### src/rtl/bp_pkg.sv
// Shared branch-prediction definitions: PC and counter widths,
// the resolve-unit state encoding and the prediction entry layout.
package bp_pkg;

    localparam int PC_W  = 5;
    localparam int CNT_W = 8;

    typedef logic [PC_W-1:0]  pc_t;
    typedef logic [CNT_W-1:0] cnt_t;

    typedef enum logic {
        ST_RUN   = 1'b0,
        ST_FLUSH = 1'b1
    } bru_state_e;

    typedef struct packed {
        pc_t pc;
        pc_t next_pc;
    } pred_entry_t;

    // Saturating increment: sticks at all-ones instead of wrapping.
    function automatic cnt_t sat_inc(input cnt_t v);
        cnt_t r;
        r = v;
        if (v != {CNT_W{1'b1}}) begin
            r = v + 1'b1;
        end
        return r;
    endfunction

endpackage

### src/rtl/bp_pred_fifo.sv
// In-flight prediction FIFO, DEPTH entries of {pc, next_pc}.
// Ports: i_push/i_pop/i_clear, write data i_wpc/i_wnext,
//        head data o_rpc/o_rnext, status o_full/o_empty.
module bp_pred_fifo
    import bp_pkg::*;
#(
    parameter int DEPTH = 4
) (
    input  logic            clk,
    input  logic            rst_n,
    input  logic            i_push,
    input  logic            i_pop,
    input  logic            i_clear,
    input  logic [PC_W-1:0] i_wpc,
    input  logic [PC_W-1:0] i_wnext,
    output logic [PC_W-1:0] o_rpc,
    output logic [PC_W-1:0] o_rnext,
    output logic            o_full,
    output logic            o_empty
);

    localparam int AW = (DEPTH > 1) ? $clog2(DEPTH) : 1;

    // Pointers carry one extra wrap bit to tell full from empty.
    logic [AW:0]  r_wr_ptr;
    logic [AW:0]  r_rd_ptr;
    pred_entry_t  r_mem [DEPTH];

    logic [AW-1:0] w_wr_idx;
    logic [AW-1:0] w_rd_idx;
    pred_entry_t   w_head;

    assign w_wr_idx = r_wr_ptr[AW-1:0];
    assign w_rd_idx = r_rd_ptr[AW-1:0];
    assign w_head   = r_mem[w_rd_idx];

    assign o_rpc   = w_head.pc;
    assign o_rnext = w_head.next_pc;
    assign o_empty = (r_wr_ptr == r_rd_ptr);
    assign o_full  = (r_wr_ptr[AW] != r_rd_ptr[AW]) &&
                     (w_wr_idx == w_rd_idx);

    always_ff @(posedge clk or negedge rst_n) begin
        if (!rst_n) begin
            r_wr_ptr <= '0;
            r_rd_ptr <= '0;
        end else if (i_clear) begin
            r_wr_ptr <= '0;
            r_rd_ptr <= '0;
        end else begin
            if (i_push) begin
                r_wr_ptr <= r_wr_ptr + 1'b1;
            end
            if (i_pop) begin
                r_rd_ptr <= r_rd_ptr + 1'b1;
            end
        end
    end

    // Storage is deliberately not reset; pointers alone define contents.
    always_ff @(posedge clk) begin
        if (i_push && !i_clear) begin
            r_mem[w_wr_idx] <= '{pc: i_wpc, next_pc: i_wnext};
        end
    end

endmodule

### src/rtl/branch_resolve_unit.sv
// Resolves queued branch predictions against execute results, emits
// predictor updates, flush/redirect pulses and hit statistics.
// Ports: pred_* (prediction in), res_* (resolution in), upd_* (update
//        out), flush/redirect_pc, correct_cnt/total_cnt.
module branch_resolve_unit
    import bp_pkg::*;
#(
    parameter int DEPTH = 4
) (
    input  logic             clk,
    input  logic             rst_n,
    input  logic             pred_valid,
    output logic             pred_ready,
    input  logic [PC_W-1:0]  pred_pc,
    input  logic [PC_W-1:0]  pred_next_pc,
    input  logic             res_valid,
    output logic             res_ready,
    input  logic [PC_W-1:0]  res_addr,
    output logic             upd_valid,
    output logic [PC_W-1:0]  upd_pc,
    output logic [PC_W-1:0]  upd_addr,
    output logic             upd_mispredict,
    output logic             flush,
    output logic [PC_W-1:0]  redirect_pc,
    output logic [CNT_W-1:0] correct_cnt,
    output logic [CNT_W-1:0] total_cnt
);

    bru_state_e      r_state;
    bru_state_e      w_state_nxt;

    logic            w_full;
    logic            w_empty;
    logic [PC_W-1:0] w_head_pc;
    logic [PC_W-1:0] w_head_next;

    logic            w_res_fire;
    logic            w_mispredict;
    logic            w_correct;
    logic            w_pred_ready;
    logic            w_push;
    logic            w_pop;

    logic            r_upd_valid;
    logic [PC_W-1:0] r_upd_pc;
    logic [PC_W-1:0] r_upd_addr;
    logic            r_upd_mis;
    logic [PC_W-1:0] r_redirect;
    cnt_t            r_correct;
    cnt_t            r_total;

    bp_pred_fifo #(
        .DEPTH (DEPTH)
    ) u_fifo (
        .clk     (clk),
        .rst_n   (rst_n),
        .i_push  (w_push),
        .i_pop   (w_pop),
        .i_clear (w_mispredict),
        .i_wpc   (pred_pc),
        .i_wnext (pred_next_pc),
        .o_rpc   (w_head_pc),
        .o_rnext (w_head_next),
        .o_full  (w_full),
        .o_empty (w_empty)
    );

    assign w_res_fire   = res_valid && !w_empty;
    assign w_mispredict = w_res_fire && (w_head_next != res_addr);
    assign w_correct    = w_res_fire && !w_mispredict;

    // A correct resolution frees the head slot in the same cycle,
    // so a full FIFO can still take a push alongside it.
    assign w_pred_ready = (r_state == ST_RUN) &&
                          (!w_full || w_correct);

    // Anything offered alongside a mispredict is wrong-path.
    assign w_push = pred_valid && w_pred_ready && !w_mispredict;
    assign w_pop  = w_correct;

    assign pred_ready = w_pred_ready;
    assign res_ready  = !w_empty;

    always_ff @(posedge clk or negedge rst_n) begin
        if (!rst_n) begin
            r_state <= ST_RUN;
        end else begin
            r_state <= w_state_nxt;
        end
    end

    always_comb begin
        w_state_nxt = r_state;
        flush       = 1'b0;
        unique case (r_state)
            ST_RUN: begin
                if (w_mispredict) begin
                    w_state_nxt = ST_FLUSH;
                end
            end
            ST_FLUSH: begin
                flush       = 1'b1;
                w_state_nxt = ST_RUN;
            end
        endcase
    end

    always_ff @(posedge clk or negedge rst_n) begin
        if (!rst_n) begin
            r_upd_valid <= 1'b0;
            r_upd_pc    <= '0;
            r_upd_addr  <= '0;
            r_upd_mis   <= 1'b0;
            r_redirect  <= '0;
        end else begin
            r_upd_valid <= w_res_fire;
            if (w_res_fire) begin
                r_upd_pc   <= w_head_pc;
                r_upd_addr <= res_addr;
                r_upd_mis  <= w_mispredict;
            end
            if (w_mispredict) begin
                r_redirect <= res_addr;
            end
        end
    end

    always_ff @(posedge clk or negedge rst_n) begin
        if (!rst_n) begin
            r_correct <= '0;
            r_total   <= '0;
        end else begin
            if (w_res_fire) begin
                r_total <= sat_inc(r_total);
            end
            if (w_correct) begin
                r_correct <= sat_inc(r_correct);
            end
        end
    end

    assign upd_valid      = r_upd_valid;
    assign upd_pc         = r_upd_pc;
    assign upd_addr       = r_upd_addr;
    assign upd_mispredict = r_upd_mis;
    assign redirect_pc    = r_redirect;
    assign correct_cnt    = r_correct;
    assign total_cnt      = r_total;

endmodule
### config.mk
export PLATFORM = sky130hd
export DESIGN_NAME = branch_resolve_unit
export DESIGN_NICKNAME = d
export VERILOG_FILES = /design/src/rtl/bp_pkg.sv /design/src/rtl/bp_pred_fifo.sv /design/src/rtl/branch_resolve_unit.sv
export SDC_FILE = /design/constraint.sdc
export NUM_CORES = 1
export LEC_CHECK = 0
export ABC_AREA = 0
export CORE_MARGIN = 2
export CORE_UTILIZATION = 38
export CTS_CLUSTER_DIAMETER = 50
export DETAILED_ROUTE_END_ITERATION = 12
export MAX_ROUTING_LAYER = met4
export SYNTH_ARGS = -nofsm -noshare
export SYNTH_HDL_FRONTEND = slang
export SYNTH_SLANG_ARGS = --single-unit
### constraint.sdc
create_clock -name clk -period 3.45 [get_ports clk]
set_input_delay 0.69 -clock clk [delete_from_list [all_inputs] [get_ports clk]]
set_output_delay 0.69 -clock clk [all_outputs]
set_load 0.05 [all_outputs]
## After elaboration in Yosys (flattened, before gate mapping)

Memory sizes are Yosys's and may differ from the RTL's.
Cells that the tools add are included.

| operators by class | value |
|---|---|
| add/subtract/negate cells | 4 |
| equality and inequality tests | 6 |
| mux-type cells | 9 |
| bitwise logic cells | 1 |
| reduce and logical (&&, ||, !) cells | 16 |

Operators with widths:

| cell | count |
|---|---|
| 8-bit by 1-bit adder with 8-bit output, second input constant | 2 |
| 8-bit != test, second input constant | 2 |
| 3-bit 2-to-1 mux | 4 |
| 1-bit logical AND | 8 |
| 3-bit by 1-bit adder with 3-bit output, second input constant | 2 |
| 5-bit != test | 1 |
| 1-bit 2-to-1 mux | 4 |
| 2-bit AND reduction | 2 |
| 2-bit nonzero test | 2 |
| 3-bit equality test | 1 |
| 1-bit zero test | 3 |
| 2-bit equality test | 1 |
| 1-bit one-hot mux with 2 select lines | 1 |
| 1-bit logical OR | 1 |
| 1-bit != test | 1 |
| 1-bit inverter | 1 |

| word-level totals | value |
|---|---|
| bits in registers | 40 |
| memory bits (writable) | 40 |
| input bits | 19 |
| output and inout port bits | 36 |
| logic and storage cells | 47 |
| memories kept | 1 |

Memories:

| memory | depth | width | rd ports | clocked after memory_dff | wr ports | line | text |
|---|---|---|---|---|---|---|---|
| u_fifo.r_mem | 4 | 10 | 1 | 0 | 1 | bp_pred_fifo.sv:27 | `pred_entry_t r_mem [DEPTH];` |

## Depth between registers and ports, before layout

| logic depth | value |
|---|---|
| depth in word-level cells | 13 |
| gate-level depth with buffers | 9 |
| depth with buffers taken out | 7 |

## Hierarchy

A second synthesis with hierarchy kept.

| second synthesis, totals | value |
|---|---|
| cells, all modules | 214 |
| area, all modules | 3457.1 um2 |

By module, submodules not included:

| module | instances | cells each | area an instance (um2) | seq. area each (um2) |
|---|---|---|---|---|
| bp_pred_fifo | 1 | 89 | 1838.0 | 1351.3 |
| branch_resolve_unit | 1 | 125 | 1619.1 | 850.8 |

## Worst setup path after synthesis

OpenSTA, ideal clock, no wires.

| path | value |
|---|---|
| path type | reg2reg |
| from | register u_fifo.r_rd_ptr[0] |
| to | memory u_fifo.r_mem[3][0] (netlist bit), enable pin |
| setup time | 0.376 ns |
| data arrival time | 2.302 ns |
| required time | 3.074 ns |
| slack | 0.772 ns |
| cell stages (with the launch flop) | 8 |
| buffers on the path | 1 |
| clock period less this slack | 2.678 ns |
| cell sequence | dfrtp_1 > buf_2 > xnor2_1 > nand3_1 > nand2_1 > inv_2 > and2_1 > nor2_1 |

| on the way | value |
|---|---|
| longest elaborated chain between the ends | 13 |
| elaborated cells between the ends (all ways) | 18 |
| those cells by class | eq/ne: 3; mux: 2; reduce/logical: 12; memory: 1 |

Ends and longest elaborated chain:

| what | line | text |
|---|---|---|
| start, declared | bp_pred_fifo.sv:26 | `logic [AW:0] r_rd_ptr;` |
| start signal, assigned | bp_pred_fifo.sv:55 | `r_rd_ptr <= r_rd_ptr + 1'b1;` |
| 3-bit equality test * | bp_pred_fifo.sv:39 | `assign o_empty = (r_wr_ptr == r_rd_ptr);` |
| 1-bit zero test * | n/a |  |
| named net res_ready | branch_resolve_unit.sv:17 | `output logic res_ready,` |
| 1-bit logical AND * | branch_resolve_unit.sv:68 | `assign w_res_fire = res_valid && !w_empty;` |
| 1-bit logical AND | branch_resolve_unit.sv:69 | `assign w_mispredict = w_res_fire && (w_head_next != res_addr);` |
| 1-bit zero test | bp_pred_fifo.sv:62, branch_resolve_unit.sv:70, branch_resolve_unit.sv:78 |  |
| 1-bit logical AND | branch_resolve_unit.sv:70 | `assign w_correct = w_res_fire && !w_mispredict;` |
| 1-bit logical OR | branch_resolve_unit.sv:75 | `(!w_full \|\| w_correct);` |
| 1-bit logical AND | branch_resolve_unit.sv:74 | `assign w_pred_ready = (r_state == ST_RUN) &&` |
| 1-bit logical AND (2 in series) | branch_resolve_unit.sv:78 | `assign w_push = pred_valid && w_pred_ready && !w_mispredict;` |
| 1-bit logical AND * | bp_pred_fifo.sv:62 | `if (i_push && !i_clear) begin` |
| 1-bit 2-to-1 mux * | bp_pred_fifo.sv:62 |  |
| 1-bit 2-to-1 mux (implied by the code) * | bp_pred_fifo.sv:63 | `r_mem[w_wr_idx] <= '{pc: i_wpc, next_pc: i_wnext};` |
| end, declared | bp_pred_fifo.sv:27 |  |

Mark *: on every way through the listed nets, which the timed path passes. The rest lies on a longest branch.

## Worst setup path in the final report

| path | value |
|---|---|
| from | register u_fifo.r_rd_ptr[1] |
| to | output pred_ready |

| on the way | value |
|---|---|
| longest elaborated chain between the ends | 8 |
| elaborated cells between the ends (all ways) | 13 |
| those cells by class | eq/ne: 3; reduce/logical: 9; memory: 1 |

Ends and longest elaborated chain:

| what | line | text |
|---|---|---|
| parallel branches: the longest is 6 deep, another holds memory read 4 x 10 bit | n/a |  |
| 1-bit logical OR * | branch_resolve_unit.sv:75 |  |
| 1-bit logical AND * | branch_resolve_unit.sv:74 |  |
| end, declared | branch_resolve_unit.sv:13 | `output logic pred_ready,` |

Every way passes the cells marked *.

==> flow_metrics.py <==
metrics = {
    "detailed_routing": {
        "vias": 2056,
        "drc": 0,
        "viasPerCell": 4.90,
        "wl_per_cell_um": 15.5,
        "dr.pass1.iters": 4,
        "detail_route.iter0.violations": 158,
        "drt-total-wl_um": 6500,
        "ant_nets": 0,
    },
    "critical_path": {
        "worstSetupEndpointType": "output pin",
        "critPathKind": "register to output pin",
        "critical_path_arrival_ps": 2450,
        "r2r_cells": 8,
        "cp-start-kind": "register",
        "cp.required_ps": 2760,
        "r2r_end": "u_fifo.r_mem[1][6]$_DFFE_PP_",
        "r2r_setup_slack_ps": 680,
        "crit_chain": "mux2i_1 > xnor2_1 > nor4_2 > a22oi_2 > nor2_1 > o21ba_2 > buf_12",
        "path_delay_family": "flip-flops",
        "critPathBufInv": 1,
        "critPathSlowestCell": "dfrtp_1",
        "max_stage_delay_ps": 710,
        "critPathMaxFanout": 11,
        "r2r_start": "u_fifo.r_rd_ptr[1]$_DFFE_PN0P_",
    },
    "clock_tree": {
        "holdBufCountCts": 0,
        "cts_buffers": 9,
        "post_cts_resized": 0,
        "post-cts-setup-buffers": 0,
        "root_buffer": "clkbuf_8",
        "cts_tree": "done",
        "cts_buffer_depth": 2,
        "cts_sinks": 80,
        "clk_latency_ps": 350,
        "clk_pin_slew_ps": 80,
        "h-tree-depth": 3,
    },
    "place": {
        "dp_hpwl_um": 4560,
        "gp_congestion": 0.768,
        "io_buffers": 54,
    },
    "floorplan": {
        "fp.dieH_um": 98.5,
        "coreArea_um2": 8680,
        "die_w_um": 98.5,
        "initial_core_util_pct": 39.1,
        "io_pins": 55,
        "dieArea_um2": 9690,
        "rows": 34,
    },
    "outcome": {
        "status": "finished, final reports clean",
    },
    "logic_synthesis": {
        "ys.flop_type": "edfxtp_1",
        "synth-seq-cells": 80,
        "synth_nets": 265,
        "synthTopCellsByArea": "edfxtp_1 35%, dfrtp_1 30%, nand2_1 4.9%",
        "synth.avg_cell_area_um2": 14.2,
        "yosysTopAreaCellShare_pct": 35.4,
        "yosys_warnings": 0,
        "synth_area_um2": 3390,
        "yosys.area.top_type": "edfxtp_1",
        "synth_edf_count": 40,
        "yosysUniqueCellTypes": 37,
        "synth_cells": 239,
        "synth_seq_area_share_pct": 64.9,
        "async_flop_share_pct": 50.0,
    },
    "global_routing": {
        "grt_max_degree": 41,
        "grt_use_total_pct": 14.8,
        "antenna_found_initial": 0,
        "grt_pass1_wl_um": 10700,
        "grt_pass1_vias": 2048,
        "globalRouteOverflowTotal": 0,
    },
    "power_and_ir_drop": {
        "vdd_drop_max_mv": 0.403,
        "power_density_nw_per_um2": 885,
        "leakagePower_nw": 1.72,
    },
    "timing": {
        "slew_headroom_pct": 40.2,
        "setup_viol": 0,
        "tns_ps": 0,
        "worst_pin_slew_ps": 897,
        "maxSlewViolCount": 0,
        "rsz0062_at_grt": "no",
        "final_hold_viol_count": 0,
        "period_share_pct": 91.1,
        "fin_crit_ps": 3140,
        "finClkSkew_ps": 11.1,
        "max_freq_mhz": 318,
    },
    "worst_hold_path": {
        "hp-class": "input pin to asynchronous set/reset pin",
    },
    "final_layout": {
        "mostFrequentLayoutCells": "52 x clkdlybuf4s50_1, 44 x nand2_1, 40 x dfrtp_1, 40 x edfxtp_1, 18 x xnor2_1",
        "syn_to_final_growth_pct": 27.6,
        "antennaDiodeCount": 0,
        "fillerInstances": 766,
        "drive_gt1_share_pct": 15.4,
        "final_common_cell": "clkdlybuf4s50_1",
        "layout.nets": 333,
        "ff_latch_area_um2": 2200,
        "post-route-util_pct": 49.9,
        "multiInputGateArea_um2": 1130,
    },
    "run": {
        "drv_cap": 0,
    },
}
Yosys cell counts (4+ instances only):
cell type	number
nand4_1	4
ha_1	7
nand3_1	5
mux2_2	7
mux2i_1	11
and2_1	4
nand2_1	44
nor4_2	4
xor2_1	9
dfrtp_1	40
edfxtp_1	40
o21ai_0	4
nor2_1	8
mux4_2	5
xnor2_1	18
registers in the layout, summed over array words and instances, names as in the netlist:
name,flops
upd_pc,5
u_fifo.r_rd_ptr,3
u_fifo.r_wr_ptr,3
r_state,1
upd_valid,1
correct_cnt,8
total_cnt,8
u_fifo.r_mem,40
redirect_pc,5
upd_addr,5
upd_mispredict,1
worst max path at each step:
stage / from / end / slack (ps) / depth (start not counted)
after floorplan: u_fifo.r_rd_ptr[0]$_DFFE_PN0P_ / u_fifo.r_mem[3][0]$_DFFE_PP_ / 770 / 7
after global placement: res_addr[1] / pred_ready / 390 / 7
after detailed placement: res_addr[0] / pred_ready / 350 / 7
after CTS: u_fifo.r_rd_ptr[1]$_DFFE_PN0P_ / pred_ready / 280 / 7
after global routing: u_fifo.r_rd_ptr[1]$_DFFE_PN0P_ / pred_ready / 60 / 7
final: u_fifo.r_rd_ptr[1]$_DFFE_PN0P_ / pred_ready / 310 / 7
layout make-up:
type | instances | share of cell area (%)
Clock inverter | 5 | 1.94
Timing Repair Buffer | 63 | 14.2
Inverter | 3 | 0.260
Multi-Input combinational cell | 150 | 26.1
Sequential cell | 80 | 50.9
Clock buffer | 11 | 3.50
Tap cell | 108 | 3.12
through the flow:
step / total power [W] / instances / worst slack (ps) / instance area [µm²] / hold WS (ps)
after floorplan: 0.00249 / 239 / 772 / 3390 / 394
after global placement: 0.00307 / 404 / 387 / 4090 / 458
after detailed placement: 0.00308 / 404 / 353 / 4090 / 465
after CTS: 0.00388 / 420 / 276 / 4330 / 487
after global routing: 0.00404 / 420 / 59.9 / 4330 / 525
final: 0.00383 / 420 / 306 / 4330 / 466
report_power, final:
part           switching, W  internal [W]  total [W]
Clock              0.000340      0.000453   0.000793
Sequential         0.000149       0.00126    0.00141
Combinational       0.00105      0.000577    0.00163
Total               0.00154       0.00229    0.00383
kinds of logic (layout without fill, tap and decap cells):
group	after synthesis	count (layout)	share of synthesized area, %
AOI/OAI and AO/OA	11	11	2.32
xor gates and xnor gates	27	27	6.97
adders and majority gates	7	7	2.58
buffers and inverters	9	82	1.70
DFF	80	80	64.9
muxes	24	24	9.23
and+or+nand+nor	81	81	12.3
routing by layer:
metal  GRT usage (%)  vias up  share of wire, %
met3            3.05        9               4.5
met4            5.06        0               1.4
met2            22.8       53                48
met1            19.7     1013                46
met5               -        -                 0
li1                -      981                 -
worst reg2reg max path, cell delays in order (launching register included):
cell,delay [ps]
dfrtp_1,710
mux2i_1,290
xnor2_1,90
nor4_2,390
a22oi_2,150
buf_4,200
a21oi_1,200
and2_1,250
buf_4,200
(Power assumes the default switching activity.)
